--- src/rtl/isa_pkg.sv ---
// Shared ISA definitions for the single-cycle CPU and its boot loader:
// opcodes, instruction field positions, the halt word and loader states.
package isa_pkg;

    localparam logic [5:0] OP_ADD  = 6'b000000;
    localparam logic [5:0] OP_ADDI = 6'b000001;
    localparam logic [5:0] OP_SUB  = 6'b000010;
    localparam logic [5:0] OP_SUBI = 6'b000011;
    localparam logic [5:0] OP_ORI  = 6'b010000;
    localparam logic [5:0] OP_AND  = 6'b010001;
    localparam logic [5:0] OP_OR   = 6'b010010;
    localparam logic [5:0] OP_SLL  = 6'b011000;
    localparam logic [5:0] OP_SLT  = 6'b011001;
    localparam logic [5:0] OP_SLTI = 6'b011011;
    localparam logic [5:0] OP_SW   = 6'b100110;
    localparam logic [5:0] OP_LW   = 6'b100111;
    localparam logic [5:0] OP_BEQ  = 6'b110000;
    localparam logic [5:0] OP_BNE  = 6'b110001;
    localparam logic [5:0] OP_J    = 6'b111000;
    localparam logic [5:0] OP_HALT = 6'b111111;

    localparam int OP_LSB   = 26;
    localparam int RS_LSB   = 21;
    localparam int RT_LSB   = 16;
    localparam int RD_LSB   = 11;
    localparam int SA_LSB   = 6;
    localparam int IMM_LSB  = 0;
    localparam int ADDR_LSB = 0;

    localparam logic [31:0] HALT_WORD = 32'hFC00_0000;

    typedef enum logic [1:0] {
        S_IDLE,
        S_WR,
        S_HALT,
        S_DONE
    } state_t;

    // Big-endian byte k of a word: k = 0 is bits 31:24.
    function automatic logic [7:0] word_byte(input logic [31:0] w,
                                             input logic [1:0]  k);
        logic [31:0] s;
        s = w << {k, 3'b000};
        return s[31:24];
    endfunction

endpackage

--- src/rtl/instr_mem_loader_if.sv ---
// Field-bundle handshake between the boot source and the loader.
// The source drives valid and fields; the loader drives ready.
interface instr_mem_loader_if;

    logic        in_valid;
    logic        in_ready;
    logic [5:0]  in_op;
    logic [4:0]  in_rs;
    logic [4:0]  in_rt;
    logic [4:0]  in_rd;
    logic [4:0]  in_sa;
    logic [15:0] in_imm;
    logic [25:0] in_addr;
    logic        in_last;

    modport master (
        output in_valid, in_op, in_rs, in_rt, in_rd,
        output in_sa, in_imm, in_addr, in_last,
        input  in_ready
    );

    modport slave (
        input  in_valid, in_op, in_rs, in_rt, in_rd,
        input  in_sa, in_imm, in_addr, in_last,
        output in_ready
    );

endinterface

--- src/rtl/instr_word_pack.sv ---
// Combinational packer from decoded fields to a 32-bit instruction word.
// legal is low (and word is zero) for opcodes the CPU does not implement.
module instr_word_pack
    import isa_pkg::*;
(
    input  logic [5:0]  op,
    input  logic [4:0]  rs,
    input  logic [4:0]  rt,
    input  logic [4:0]  rd,
    input  logic [4:0]  sa,
    input  logic [15:0] imm,
    input  logic [25:0] addr,
    output logic [31:0] word,
    output logic        legal
);

    // Place each field for the instruction format selected by the opcode.
    always_comb begin
        word  = '0;
        legal = 1'b1;
        unique case (op)
            OP_ADD, OP_SUB, OP_AND, OP_OR, OP_SLT: begin
                word[OP_LSB +: 6] = op;
                word[RS_LSB +: 5] = rs;
                word[RT_LSB +: 5] = rt;
                word[RD_LSB +: 5] = rd;
            end
            OP_SLL: begin
                word[OP_LSB +: 6] = op;
                word[RT_LSB +: 5] = rt;
                word[RD_LSB +: 5] = rd;
                word[SA_LSB +: 5] = sa;
            end
            OP_ADDI, OP_SUBI, OP_ORI, OP_SLTI,
            OP_SW, OP_LW, OP_BEQ, OP_BNE: begin
                word[OP_LSB +: 6]    = op;
                word[RS_LSB +: 5]    = rs;
                word[RT_LSB +: 5]    = rt;
                word[IMM_LSB +: 16]  = imm;
            end
            OP_J: begin
                word[OP_LSB +: 6]    = op;
                word[ADDR_LSB +: 26] = addr;
            end
            OP_HALT: begin
                word = HALT_WORD;
            end
            default: begin
                legal = 1'b0;
            end
        endcase
    end

endmodule

--- src/rtl/instr_mem_loader.sv ---
// Boot-time loader: packs field bundles into words, writes them big-endian
// a byte per cycle into instruction memory, appends halt, then frees the CPU.
module instr_mem_loader
    import isa_pkg::*;
#(
    parameter int ADDR_W = 8,
    parameter int BASE   = 0
) (
    input  logic              CLK,
    input  logic              Reset,
    instr_mem_loader_if.slave bundle,
    output logic              mem_we,
    output logic [ADDR_W-1:0] mem_addr,
    output logic [7:0]        mem_wbyte,
    output logic              cpu_hold,
    output logic              done,
    output logic              err_op,
    output logic              err_full
);

    localparam logic [ADDR_W-1:0] BASE_A    = ADDR_W'(BASE);
    localparam logic [ADDR_W-1:0] LAST_SLOT = {{(ADDR_W-2){1'b1}}, 2'b00};
    localparam logic [ADDR_W-1:0] WORD_STEP = ADDR_W'(4);

    state_t            state;
    state_t            nxt_state;
    logic [ADDR_W-1:0] ptr;
    logic [ADDR_W-1:0] nxt_ptr;
    logic [1:0]        cnt;
    logic [1:0]        nxt_cnt;
    logic [31:0]       word_q;
    logic [31:0]       nxt_word;
    logic              last_q;
    logic              nxt_last;
    logic              halt_q;
    logic              nxt_halt;
    logic              nxt_err_op;
    logic              nxt_err_full;
    logic              rdy_q;
    logic              wr_en;
    logic [ADDR_W-1:0] nxt_addr;
    logic [7:0]        nxt_wbyte;

    logic [31:0]       pack_word;
    logic              legal;
    logic              accept;
    logic              at_last;
    logic              is_halt;

    instr_word_pack u_pack (
        .op    (bundle.in_op),
        .rs    (bundle.in_rs),
        .rt    (bundle.in_rt),
        .rd    (bundle.in_rd),
        .sa    (bundle.in_sa),
        .imm   (bundle.in_imm),
        .addr  (bundle.in_addr),
        .word  (pack_word),
        .legal (legal)
    );

    assign bundle.in_ready = rdy_q && !Reset;
    assign accept  = bundle.in_valid && rdy_q;
    assign at_last = (ptr == LAST_SLOT);
    assign is_halt = (bundle.in_op == OP_HALT);

    // Next-state, pointer, latched word and next registered outputs.
    always_comb begin
        nxt_state    = state;
        nxt_ptr      = ptr;
        nxt_cnt      = cnt;
        nxt_word     = word_q;
        nxt_last     = last_q;
        nxt_halt     = halt_q;
        nxt_err_op   = err_op;
        nxt_err_full = err_full;
        unique case (state)
            S_IDLE: begin
                if (accept) begin
                    nxt_cnt = 2'd0;
                    if (!legal) begin
                        nxt_err_op = 1'b1;
                        if (bundle.in_last) begin
                            nxt_state = S_HALT;
                        end
                    end else if (at_last && !is_halt) begin
                        // Last slot is kept for halt; drop the word.
                        nxt_err_full = 1'b1;
                        nxt_state    = S_HALT;
                    end else begin
                        // A halt landing in the last slot ends the image.
                        nxt_state = S_WR;
                        nxt_word  = pack_word;
                        nxt_last  = bundle.in_last || at_last;
                        nxt_halt  = is_halt;
                    end
                end
            end
            S_WR: begin
                nxt_cnt = cnt + 2'd1;
                if (cnt == 2'd3) begin
                    nxt_ptr = ptr + WORD_STEP;
                    if (last_q && halt_q) begin
                        nxt_state = S_DONE;
                    end else if (last_q) begin
                        nxt_state = S_HALT;
                    end else begin
                        nxt_state = S_IDLE;
                    end
                end
            end
            S_HALT: begin
                nxt_cnt = cnt + 2'd1;
                if (cnt == 2'd3) begin
                    nxt_state = S_DONE;
                end
            end
            S_DONE: begin
                nxt_state = S_DONE;
            end
            default: begin
                nxt_state = S_IDLE;
            end
        endcase

        wr_en     = (state == S_WR) || (state == S_HALT);
        nxt_addr  = ptr + {{(ADDR_W-2){1'b0}}, cnt};
        nxt_wbyte = 8'h00;
        if (state == S_HALT) begin
            nxt_wbyte = word_byte(HALT_WORD, cnt);
        end else if (state == S_WR) begin
            nxt_wbyte = word_byte(word_q, cnt);
        end
    end

    // State, datapath and output registers; Reset overrides everything.
    always_ff @(posedge CLK) begin
        if (Reset) begin
            state     <= S_IDLE;
            ptr       <= BASE_A;
            cnt       <= 2'd0;
            word_q    <= '0;
            last_q    <= 1'b0;
            halt_q    <= 1'b0;
            rdy_q     <= 1'b0;
            mem_we    <= 1'b0;
            mem_addr  <= BASE_A;
            mem_wbyte <= 8'h00;
            cpu_hold  <= 1'b1;
            done      <= 1'b0;
            err_op    <= 1'b0;
            err_full  <= 1'b0;
        end else begin
            state     <= nxt_state;
            ptr       <= nxt_ptr;
            cnt       <= nxt_cnt;
            word_q    <= nxt_word;
            last_q    <= nxt_last;
            halt_q    <= nxt_halt;
            rdy_q     <= (nxt_state == S_IDLE);
            mem_we    <= wr_en;
            mem_addr  <= nxt_addr;
            mem_wbyte <= nxt_wbyte;
            cpu_hold  <= (state != S_DONE);
            done      <= (state == S_DONE);
            err_op    <= nxt_err_op;
            err_full  <= nxt_err_full;
        end
    end

endmodule
--- src/flat_wrapper.sv ---
// flat-port wrapper written by rule: the top's interface ports become plain ports
module instr_mem_loader_flat import isa_pkg::*;
#(
    parameter int ADDR_W = 8,
    parameter int BASE   = 0
)
  (CLK, Reset, mem_we, mem_addr, mem_wbyte, cpu_hold, done, err_op, err_full, bundle_in_valid, bundle_in_op, bundle_in_rs, bundle_in_rt, bundle_in_rd, bundle_in_sa, bundle_in_imm, bundle_in_addr, bundle_in_last, bundle_in_ready);
  instr_mem_loader_if bundle_i ();
  input  logic CLK;
  input  logic Reset;
  output logic mem_we;
  output logic [ADDR_W-1:0] mem_addr;
  output logic [7:0] mem_wbyte;
  output logic cpu_hold;
  output logic done;
  output logic err_op;
  output logic err_full;
  input wire logic [$bits(bundle_i.in_valid)-1:0] bundle_in_valid;
  input wire logic [$bits(bundle_i.in_op)-1:0] bundle_in_op;
  input wire logic [$bits(bundle_i.in_rs)-1:0] bundle_in_rs;
  input wire logic [$bits(bundle_i.in_rt)-1:0] bundle_in_rt;
  input wire logic [$bits(bundle_i.in_rd)-1:0] bundle_in_rd;
  input wire logic [$bits(bundle_i.in_sa)-1:0] bundle_in_sa;
  input wire logic [$bits(bundle_i.in_imm)-1:0] bundle_in_imm;
  input wire logic [$bits(bundle_i.in_addr)-1:0] bundle_in_addr;
  input wire logic [$bits(bundle_i.in_last)-1:0] bundle_in_last;
  output wire logic [$bits(bundle_i.in_ready)-1:0] bundle_in_ready;
  assign bundle_i.in_valid = bundle_in_valid;
  assign bundle_i.in_op = bundle_in_op;
  assign bundle_i.in_rs = bundle_in_rs;
  assign bundle_i.in_rt = bundle_in_rt;
  assign bundle_i.in_rd = bundle_in_rd;
  assign bundle_i.in_sa = bundle_in_sa;
  assign bundle_i.in_imm = bundle_in_imm;
  assign bundle_i.in_addr = bundle_in_addr;
  assign bundle_i.in_last = bundle_in_last;
  assign bundle_in_ready = bundle_i.in_ready;
  instr_mem_loader #(.ADDR_W(ADDR_W), .BASE(BASE)) u_core (.CLK(CLK), .Reset(Reset), .bundle(bundle_i), .mem_we(mem_we), .mem_addr(mem_addr), .mem_wbyte(mem_wbyte), .cpu_hold(cpu_hold), .done(done), .err_op(err_op), .err_full(err_full));
endmodule
--- config.mk ---
export PLATFORM = sky130hd
export DESIGN_NAME = instr_mem_loader_flat
export DESIGN_NICKNAME = d
export VERILOG_FILES = /design/src/rtl/isa_pkg.sv /design/src/rtl/instr_mem_loader_if.sv /design/src/rtl/instr_word_pack.sv /design/src/rtl/instr_mem_loader.sv /design/src/flat_wrapper.sv
export SDC_FILE = /design/constraint.sdc
export NUM_CORES = 1
export LEC_CHECK = 0
export ABC_AREA = 1
export CORE_MARGIN = 2
export CORE_UTILIZATION = 25
export CTS_CLUSTER_DIAMETER = 30
export CTS_CLUSTER_SIZE = 16
export DETAILED_ROUTE_END_ITERATION = 7
export GPL_ROUTABILITY_DRIVEN = 0
export PLACE_DENSITY_LB_ADDON = 0.15
export SYNTH_ARGS = -nofsm -noshare
export SYNTH_HDL_FRONTEND = slang
export SYNTH_SLANG_ARGS = --single-unit
--- constraint.sdc ---
create_clock -name CLK -period 2 [get_ports CLK]
set_input_delay 0.2 -clock CLK [delete_from_list [all_inputs] [get_ports CLK]]
set_output_delay 0.2 -clock CLK [all_outputs]
set_load 0.02 [all_outputs]
=== Word level (Yosys, flattened, before mapping) ===
Cells that the tools add are included.

* Add/subtract/negate cells: 3
* Eq/ne operators: 22
* Shift-type cells: 2
* Muxes and demuxes: 19
* Bitwise operators: 2
* Reductions and logical operators: 23

{| class="wikitable"
|+ Operators by type and width
! operator !! count
|-
| equality test 6 x 5 -> 1 bit (second input constant) || 6
|-
| equality test 6 bit (second input constant) || 6
|-
| << shifter 32 x 5 -> 32 bit || 1
|-
| << shifter 32 x 5 -> 32 bit (first input constant) || 1
|-
| one-hot mux 10 bit (3 select lines) || 1
|-
| one-hot mux 6 bit (2 select lines) || 2
|-
| two-way mux 2 bit || 9
|-
| two-way mux 8 bit || 2
|-
| OR reduction 16 bit || 1
|-
| one-hot mux 5 bit (3 select lines) || 1
|-
| OR reduction 15 bit || 1
|-
| OR reduction 13 bit || 1
|-
| equality test 6 x 2 -> 1 bit (second input constant) || 2
|-
| one-hot mux 5 bit (2 select lines) || 1
|-
| adder 8 x 2 -> 8 bit || 1
|-
| adder 8 x 3 -> 8 bit (second input constant) || 1
|-
| equality test 8 bit (second input constant) || 1
|-
| one-hot mux 2 bit (4 select lines) || 1
|-
| AND reduction 4 bit || 2
|-
| OR reduction 8 bit || 1
|-
| equality test 2 bit (second input constant) || 3
|-
| equality test 6 x 1 -> 1 bit (second input constant) || 1
|-
| logical NOT 6 bit || 1
|-
| OR reduction 6 bit || 1
|-
| 15 further kinds || 23
|}

* Bits in registers: 68
* Input port bits: 72
* Output and inout port bits: 22
* Word-level logic and storage cells: 85

=== Logic depth before layout (Yosys ltp) ===
Gate-level depths: netlist of the first run.

* Depth in word-level cells: 8
* Gate-level depth with buffers: 13
* Gate-level depth less buffers: 13

=== Modules after synthesis ===
Synthesis of the first run repeated with hierarchy kept, for this count alone.

* Cells, all modules: 531
* Area total of the unflattened synthesis: 3575.9 sq um

{| class="wikitable"
|+ By module, submodules not included
! module !! times used !! cells each !! area each (sq um) !! sequential area each (sq um)
|-
| instr_mem_loader || 1 || 359 || 2757.6 || 1321.3
|-
| instr_word_pack || 1 || 172 || 818.3 || 0.0
|}

=== Least setup slack after synthesis of the first run ===
No wires, ideal clock.

* Path type: register -> register
* From: register u_core.ptr[2]
* To: register u_core.last_q
* Library setup time: 0.118 ns
* Arrival time: 1.514 ns
* Data required time: 1.882 ns
* Setup slack: 0.368 ns
* Stages on the path, launching flop included: 10
* Buffers on the path: 1
* Period minus slack after synthesis: 1.632 ns
* Path through: dfxtp_1 ha_1 inv_1 nor4_1 nand2_1 nand3_4 inv_4 buf_6 o21ai_1 nor2_1

* Cells in the longest elaborated chain, start to end: 4
* Elaborated cells between the ends (all ways): 5
* Those cells by class: eq/ne (1); bitwise (1); reduce/logical (3)

{| class="wikitable"
|+ RTL lines
! what !! line !! RTL
|-
| from (decl) || instr_mem_loader.sv:27 || <nowiki>logic [ADDR_W-1:0] ptr;</nowiki>
|-
| from (signal assigned) || instr_mem_loader.sv:155 || <nowiki>ptr <= nxt_ptr;</nowiki>
|-
| equality test 8 bit * || instr_mem_loader.sv:64 || <nowiki>assign at_last = (ptr == LAST_SLOT);</nowiki>
|-
| logical AND 1 bit || instr_mem_loader.sv:86 || <nowiki>end else if (at_last && !is_halt) begin</nowiki>
|-
| NOT 1 bit (no line) || - ||
|-
| AND reduction 4 bit (no line) || - ||
|-
| to (signal assigned) || instr_mem_loader.sv:158 || <nowiki>last_q <= nxt_last;</nowiki>
|-
| to (decl) || instr_mem_loader.sv:33 || <nowiki>logic last_q;</nowiki>
|}

Every way passes the cells marked *; elsewhere a longest branch is shown, timed or not.
A chain may end at the register's enable or synchronous reset.

=== Worst setup path after layout of the first run ===
* From: input port bundle_in_op[5]
* To: register u_core.word_q[28]

* Cells in the longest elaborated chain, start to end: 5
* Elaborated cells between the ends (all ways): 24
* Those cells by class: eq/ne (15); mux (2); bitwise (1); reduce/logical (6)

{| class="wikitable"
|+ RTL lines
! what !! line !! RTL
|-
| from (decl) || flat_wrapper.sv:19 || <nowiki>input wire logic [$bits(bundle_i.in_op)-1:0] bundle_in_op;</nowiki>
|-
| parallel branches: the longest is 5 deep, another holds OR reduction 16 bit || - ||
|-
| to (signal assigned) || instr_mem_loader.sv:157 || <nowiki>word_q <= nxt_word;</nowiki>
|-
| to (decl) || instr_mem_loader.sv:31 || <nowiki>logic [31:0] word_q;</nowiki>
|}

Parallel ways; which one is timed is not known.

==> results of run 1 <==
path summary, 6_finish.rpt:
check                   from                end  slack [ns]  cells past startpoint
min reg2reg  u_core.err_full    u_core.err_full        0.45                      2
max reg2reg  u_core.state[1]   u_core.word_q[0]        0.22                      9
max          bundle_in_op[5]  u_core.word_q[28]        0.19                     13
min          bundle_in_op[3]  u_core.word_q[29]        0.40                      4
sequential cells by signal, indices dropped and copies added, names as in the netlist:
| signal | count |
|---|---|
| u_core.cnt | 2 |
| u_core.cpu_hold | 1 |
| u_core.done | 1 |
| u_core.err_full | 1 |
| u_core.err_op | 1 |
| u_core.halt_q | 1 |
| u_core.last_q | 1 |
| u_core.mem_addr | 8 |
| u_core.mem_wbyte | 8 |
| u_core.mem_we | 1 |
| u_core.ptr | 6 |
| u_core.rdy_q | 1 |
| u_core.state | 2 |
| u_core.word_q | 32 |
area by class of cell:
cell class,instances,area share
clock buffer,10,0.0474
clock inverter,6,0.0132
inverter,40,0.0303
multi-input combinational,376,0.348
sequential,66,0.262
tap,176,0.0437
timing repair buffer,131,0.255
metrics by stage:
stage / util / cell area [um2] / cells
after floorplan: - / 3340 / 504
after global placement: 0.358 / 4710 / 789
after detailed placement: 0.358 / 4710 / 789
after CTS: 0.382 / 5010 / 805
after global routing: 0.384 / 5040 / 805
final: 0.384 / 5040 / 805
layout by cell type, fill, tap and decap left out, types with 2 or more instances in the layout:
cell | netlist | routed
nor2_1 | 65 | 63
dfxtp_1 | 66 | 66
nand4_1 | 2 | 2
a21oi_1 | 47 | 47
o21ai_1 | 5 | 6
inv_1 | 37 | 37
clkinvlp_4 | 0 | 3
o21ai_2 | 2 | 2
o21ai_0 | 33 | 32
clkbuf_16 | 0 | 9
buf_4 | 0 | 33
nand2_1 | 161 | 161
buf_12 | 0 | 5
o22ai_1 | 6 | 6
clkdlybuf4s50_1 | 0 | 90
dlymetal6s2s_1 | 0 | 3
nor3_1 | 7 | 6
clkinv_1 | 2 | 2
nand3_1 | 25 | 25
ha_1 | 8 | 8
nor2_2 | 2 | 3
nand3_4 | 2 | 2
a211oi_1 | 2 | 2
o211ai_1 | 3 | 3
cell usage after synthesis (6+ instances only):
cell type,number,area [um2]
inv_1,37,139
o22ai_1,6,37.5
buf_6,6,67.6
nor2_1,65,244
nand3_1,25,125
dfxtp_1,66,1320
a21oi_1,47,235
o21ai_0,33,165
ha_1,8,100
nor3_1,7,35.0
clkbuf_1,11,41.3
nand2_1,161,604
worst reg2reg max path: stages, from the launching register on:
cell and delay, ns:
dfxtp_1 0.36, inv_1 0.15, ha_1 0.18, inv_1 0.08, nor2_1 0.26, nand3_4 0.13
buf_4 0.18, buf_12 0.15, o21ai_1 0.13, a21oi_1 0.05
report_power, final:
group	switching [mW]	internal [mW]	total (mW)
combinational	0.699	0.539	1.24
sequential	0.0634	1.43	1.49
clock	0.575	0.997	1.57
total	1.34	2.96	4.30
kinds of logic after synthesis:
logic type               share of synthesized area
AND/OR/NAND/NOR                              0.327
AO/OA/AOI/OAI                                0.163
flip-flops                                   0.396
buffers and inverters                       0.0854
adder cells (fa/ha/maj)                     0.0300
metal layers:
| layer | part of all wire | global-route usage |
|---|---|---|
| met2 | 0.49 | 0.251 |
| met5 | 0 | 0 |
| met1 | 0.45 | 0.169 |
| met3 | 0.048 | 0.0361 |
| met4 | 0.0064 | 0.0243 |
==> results.py, run 1 <==
metrics = {
    "setup_path": {
        "cp_num_buf_inv": 4,
        "critPathKind": "input pin to flip-flop",
        "arrival_ns": 2.02,
        "worstPathMaxFanout": 14,
        "start_kind": "input pin",
        "slowest_delay_ns": 0.56,
        "cp_top_family": "buffers and inverters",
        "crit_chain": "clkdlybuf4s50_1 -> inv_1 -> nand2_1 -> nor2_2 -> nand2_1 -> nand2_1 -> nor2_1 -> nand3_4 -> nand3_4 -> inv_4 -> buf_4 -> o21ai_0 -> nor2_1",
        "cp-end-kind": "flip-flop",
        "cp_slowest_cell": "clkdlybuf4s50_1",
        "required_ns": 2.21,
        "path_common_cell": "nand2_1",
    },
    "sta": {
        "fmax_mhz": 554,
        "relSlewSlack": 0.655,
        "period_needed_ns": 1.81,
        "hold_slack_ns": 0.405,
        "fin_tns_setup_ns": 0,
        "finalSetupViolations": 0,
        "period_share": 0.903,
        "worst_pin_slew_ns": 0.517,
        "hold_viol": 0,
        "skew_ns": 0.00660,
        "drv_slew": 0,
        "setup_slack_ns": 0.195,
    },
    "cts": {
        "postCtsSetupBuffers": 0,
        "clk_latency_ns": 0.32,
        "root_buffer": "clkbuf_16",
        "clock_sinks": 66,
        "cts_max_path_buffers": 2,
        "htreeDepth": 3,
        "clk_pin_slew_ns": 0.05,
        "cts_resized": 0,
        "cts_made_buffers": 9,
        "cts_tree": "done",
        "hold_buffers": 0,
    },
    "floorplanning": {
        "rows": 42,
        "core_area_mm2": 0.0131,
        "die_h_um": 120,
        "ioPinCount": 94,
        "die_w_um": 120,
        "start_util": 0.254,
        "die_area_mm2": 0.0143,
    },
    "synth": {
        "synth_edf_count": 0,
        "synth_flop_cell": "dfxtp_1",
        "syn_nets": 584,
        "ys_ff_latch": 66,
        "yosys.cell_types.count": 29,
        "syn_area_per_cell_um2": 6.63,
        "syn_inst": 504,
        "async_flop_share": 0,
        "synth_warnings": 0,
        "synth-seq-area-share": 0.396,
        "synth_area_mm2": 0.00334,
    },
    "route": {
        "first_iter_violations": 176,
        "wl_per_cell_um": 12.4,
        "ant_nets": 0,
        "viasPerCell": 4.43,
        "firstDrtPassIters": 4,
        "drt_wl_total_mm": 9.96,
        "drc": 0,
        "vias": 3569,
    },
    "run": {
        "maxCapViolCount": 0,
    },
    "layout": {
        "drive_above_1_share": 0.107,
        "num-fill-cells": 1454,
        "syn_to_final_growth_pct": 50.9,
        "seqCellArea_mm2": 0.00132,
        "multiInputGateArea_mm2": 0.00176,
        "antennaDiodeCount": 0,
        "finalNetCount": 704,
    },
    "global_routing": {
        "grt_pass1_wl_mm": 16.0,
        "antenna_found_initial": 0,
        "track_usage": 0.140,
        "grt_max_degree": 40,
        "grt_pass1_vias": 3425,
        "overflow": 0,
    },
    "placement": {
        "dp_hpwl_mm": 7.79,
        "io_buffers": 93,
        "place_ws_ns": -0.206,
    },
    "power": {
        "powerDensity_mw_per_mm2": 853,
        "power_mw": 4.30,
        "peakVddDrop_mv": 0.530,
        "leakagePower_nw": 2.13,
    },
    "hold_path": {
        "hold_class": "input pin to flip-flop",
    },
    "status": {
        "status": "completed",
    },
}
Note: power is estimated with default switching activity, not from simulation.
==> run 2: changes to the inputs <==
GPL_TIMING_DRIVEN = 0   (was default)
==> results.py, run 2 (synthesized netlist as in run 1, its figures left out) <==
metrics = {
    "setup_path": {
        "required_ns": 2.21,
        "cp-end-kind": "flip-flop",
        "cp_top_family": "buffers and inverters",
        "worstPathMaxFanout": 10,
        "r2r_slack_ns": 0.21,
        "critPathKind": "input pin to flip-flop",
        "slowest_delay_ns": 0.57,
        "arrival_ns": 2.07,
        "cp_num_buf_inv": 4,
        "crit_chain": "clkdlybuf4s50_1 -> inv_1 -> nand2_1 -> nor2_2 -> nand2_1 -> nand3_1 -> nor2_1 -> inv_1 -> clkbuf_4 -> nand2_1 -> nand2_1 -> o21ai_0 -> a21oi_1",
        "cp_slowest_cell": "clkdlybuf4s50_1",
        "path_common_cell": "nand2_1",
        "start_kind": "input pin",
    },
    "cts": {
        "clk_latency_ns": 0.33,
        "cts_tree": "done",
        "root_buffer": "clkbuf_16",
        "clk_pin_slew_ns": 0.06,
        "hold_buffers": 0,
        "cts_max_path_buffers": 2,
        "htreeDepth": 3,
        "cts_made_buffers": 9,
        "clock_sinks": 66,
    },
    "layout": {
        "final_common_cell": "nand2_1",
        "most-common-layout-cells": "161 x nand2_1, 88 x clkdlybuf4s50_1, 66 x dfxtp_1",
        "largest_reg_flops": 32,
        "reg.largest.list": "u_core.word_q x32, u_core.mem_addr x8, u_core.mem_wbyte x8",
        "antennaDiodeCount": 0,
        "drive_above_1_share": 0.0686,
        "syn_to_final_growth_pct": 45.5,
        "final_cells": 788,
        "largest_register": "u_core.word_q",
        "final_core_util": 0.370,
        "finalNetCount": 687,
    },
    "global_routing": {
        "track_usage": 0.148,
        "grt_pass1_vias": 3373,
        "grt_max_degree": 14,
        "grt_pass1_wl_mm": 16.6,
        "overflow": 0,
        "antenna_found_initial": 0,
    },
    "floorplanning": {
        "ioPinCount": 94,
        "die_area_mm2": 0.0143,
        "core_area_mm2": 0.0131,
        "die_h_um": 120,
        "start_util": 0.254,
        "rows": 42,
        "die_w_um": 120,
    },
    "sta": {
        "skew_ns": 0.0107,
        "drv_slew": 0,
        "period_needed_ns": 1.86,
        "hold_viol": 0,
        "finalSetupViolations": 0,
        "period_share": 0.928,
        "worst_pin_slew_ns": 0.560,
        "relSlewSlack": 0.624,
        "grt_setup_unrepaired": "no",
        "fmax_mhz": 539,
    },
    "placement": {
        "io_buffers": 92,
        "dp_hpwl_mm": 8.18,
        "dp.cells": 772,
    },
    "route": {
        "vias": 3530,
        "wl_per_cell_um": 13.2,
        "drt_wl_total_mm": 10.4,
        "firstDrtPassIters": 4,
        "drc": 0,
        "first_iter_violations": 172,
        "ant_nets": 0,
        "viasPerCell": 4.48,
    },
    "power": {
        "powerDensity_mw_per_mm2": 916,
        "leakagePower_nw": 2.05,
        "peakVddDrop_mv": 0.472,
    },
    "hold_path": {
        "hold_class": "input pin to flip-flop",
    },
    "run": {
        "maxCapViolCount": 0,
    },
    "status": {
        "status": "completed",
    },
}
[run 2: cell types whose count changed in the layout (fill, tap and decap cells not counted), moves of 2 or more]
cell             change
clkbuf_2             +3
clkbuf_1             +9
inv_6                +3
buf_12               -5
buf_2                +3
buf_4               -33
buf_6                +6
clkdlybuf4s50_1      -2
clkinvlp_4           -3
[run 2: repair_timing]
action                     CTS  global route
setup endpoints to repair   30            41
setup buffers                0             0
gates resized for setup      1            16
[run 2: path summary, 6_finish.rpt]
check,startpoint,cells past startpoint,endpoint
max,bundle_in_op[2],13,u_core.word_q[0]
min,bundle_in_op[5],3,u_core.word_q[31]
max reg2reg,u_core.state[1],9,u_core.word_q[22]
min reg2reg,u_core.err_full,2,u_core.err_full
[run 2: layout make-up]
cell class | instances | area, um2
Fill cell | 1435 | 8280
Multi-Input combinational cell | 376 | 1760
Sequential cell | 66 | 1320
Timing Repair Buffer | 92 | 931
Clock buffer | 10 | 239
Tap cell | 176 | 220
Inverter | 40 | 153
Buffer | 22 | 139
Clock inverter | 6 | 95.1
[run 2: where the power goes]
group | total (mW) | switching (mW) | leakage [nW] | internal [mW]
logic | 1.21 | 0.716 | 1.35 | 0.491
clock network | 1.75 | 0.611 | 0.164 | 1.14
registers | 1.50 | 0.0676 | 0.534 | 1.43
total | 4.45 | 1.39 | 2.05 | 3.06
[run 2: metrics by stage]
stage | total power, mW | hold slack, ns | setup TNS (ns) | setup slack, ns | area (um2)
global placement | 2.71 | 0.447 | -8.40 | -0.290 | 4480
detailed placement | 2.73 | 0.451 | -9.00 | -0.314 | 4480
finish | 4.45 | 0.280 | 0 | 0.143 | 4860
floorplan | 2.23 | 0.341 | 0 | 0.368 | 3340
global route | 4.71 | 0.321 | 0 | 0.00678 | 4860
CTS | 4.50 | 0.344 | 0 | 0.00962 | 4820
[run 2: metal layers]
layer  global-route usage  part of all wire
met5                    0                 0
met4               0.0485             0.021
met3               0.0304             0.041
met2                0.260              0.49
met1                0.180              0.45
[run 2: tightest hold or removal path, cell delays in order]
cell,delay (ns)
dlymetal6s2s_1,0.19
nor3_1,0.09
nor2_1,0.09
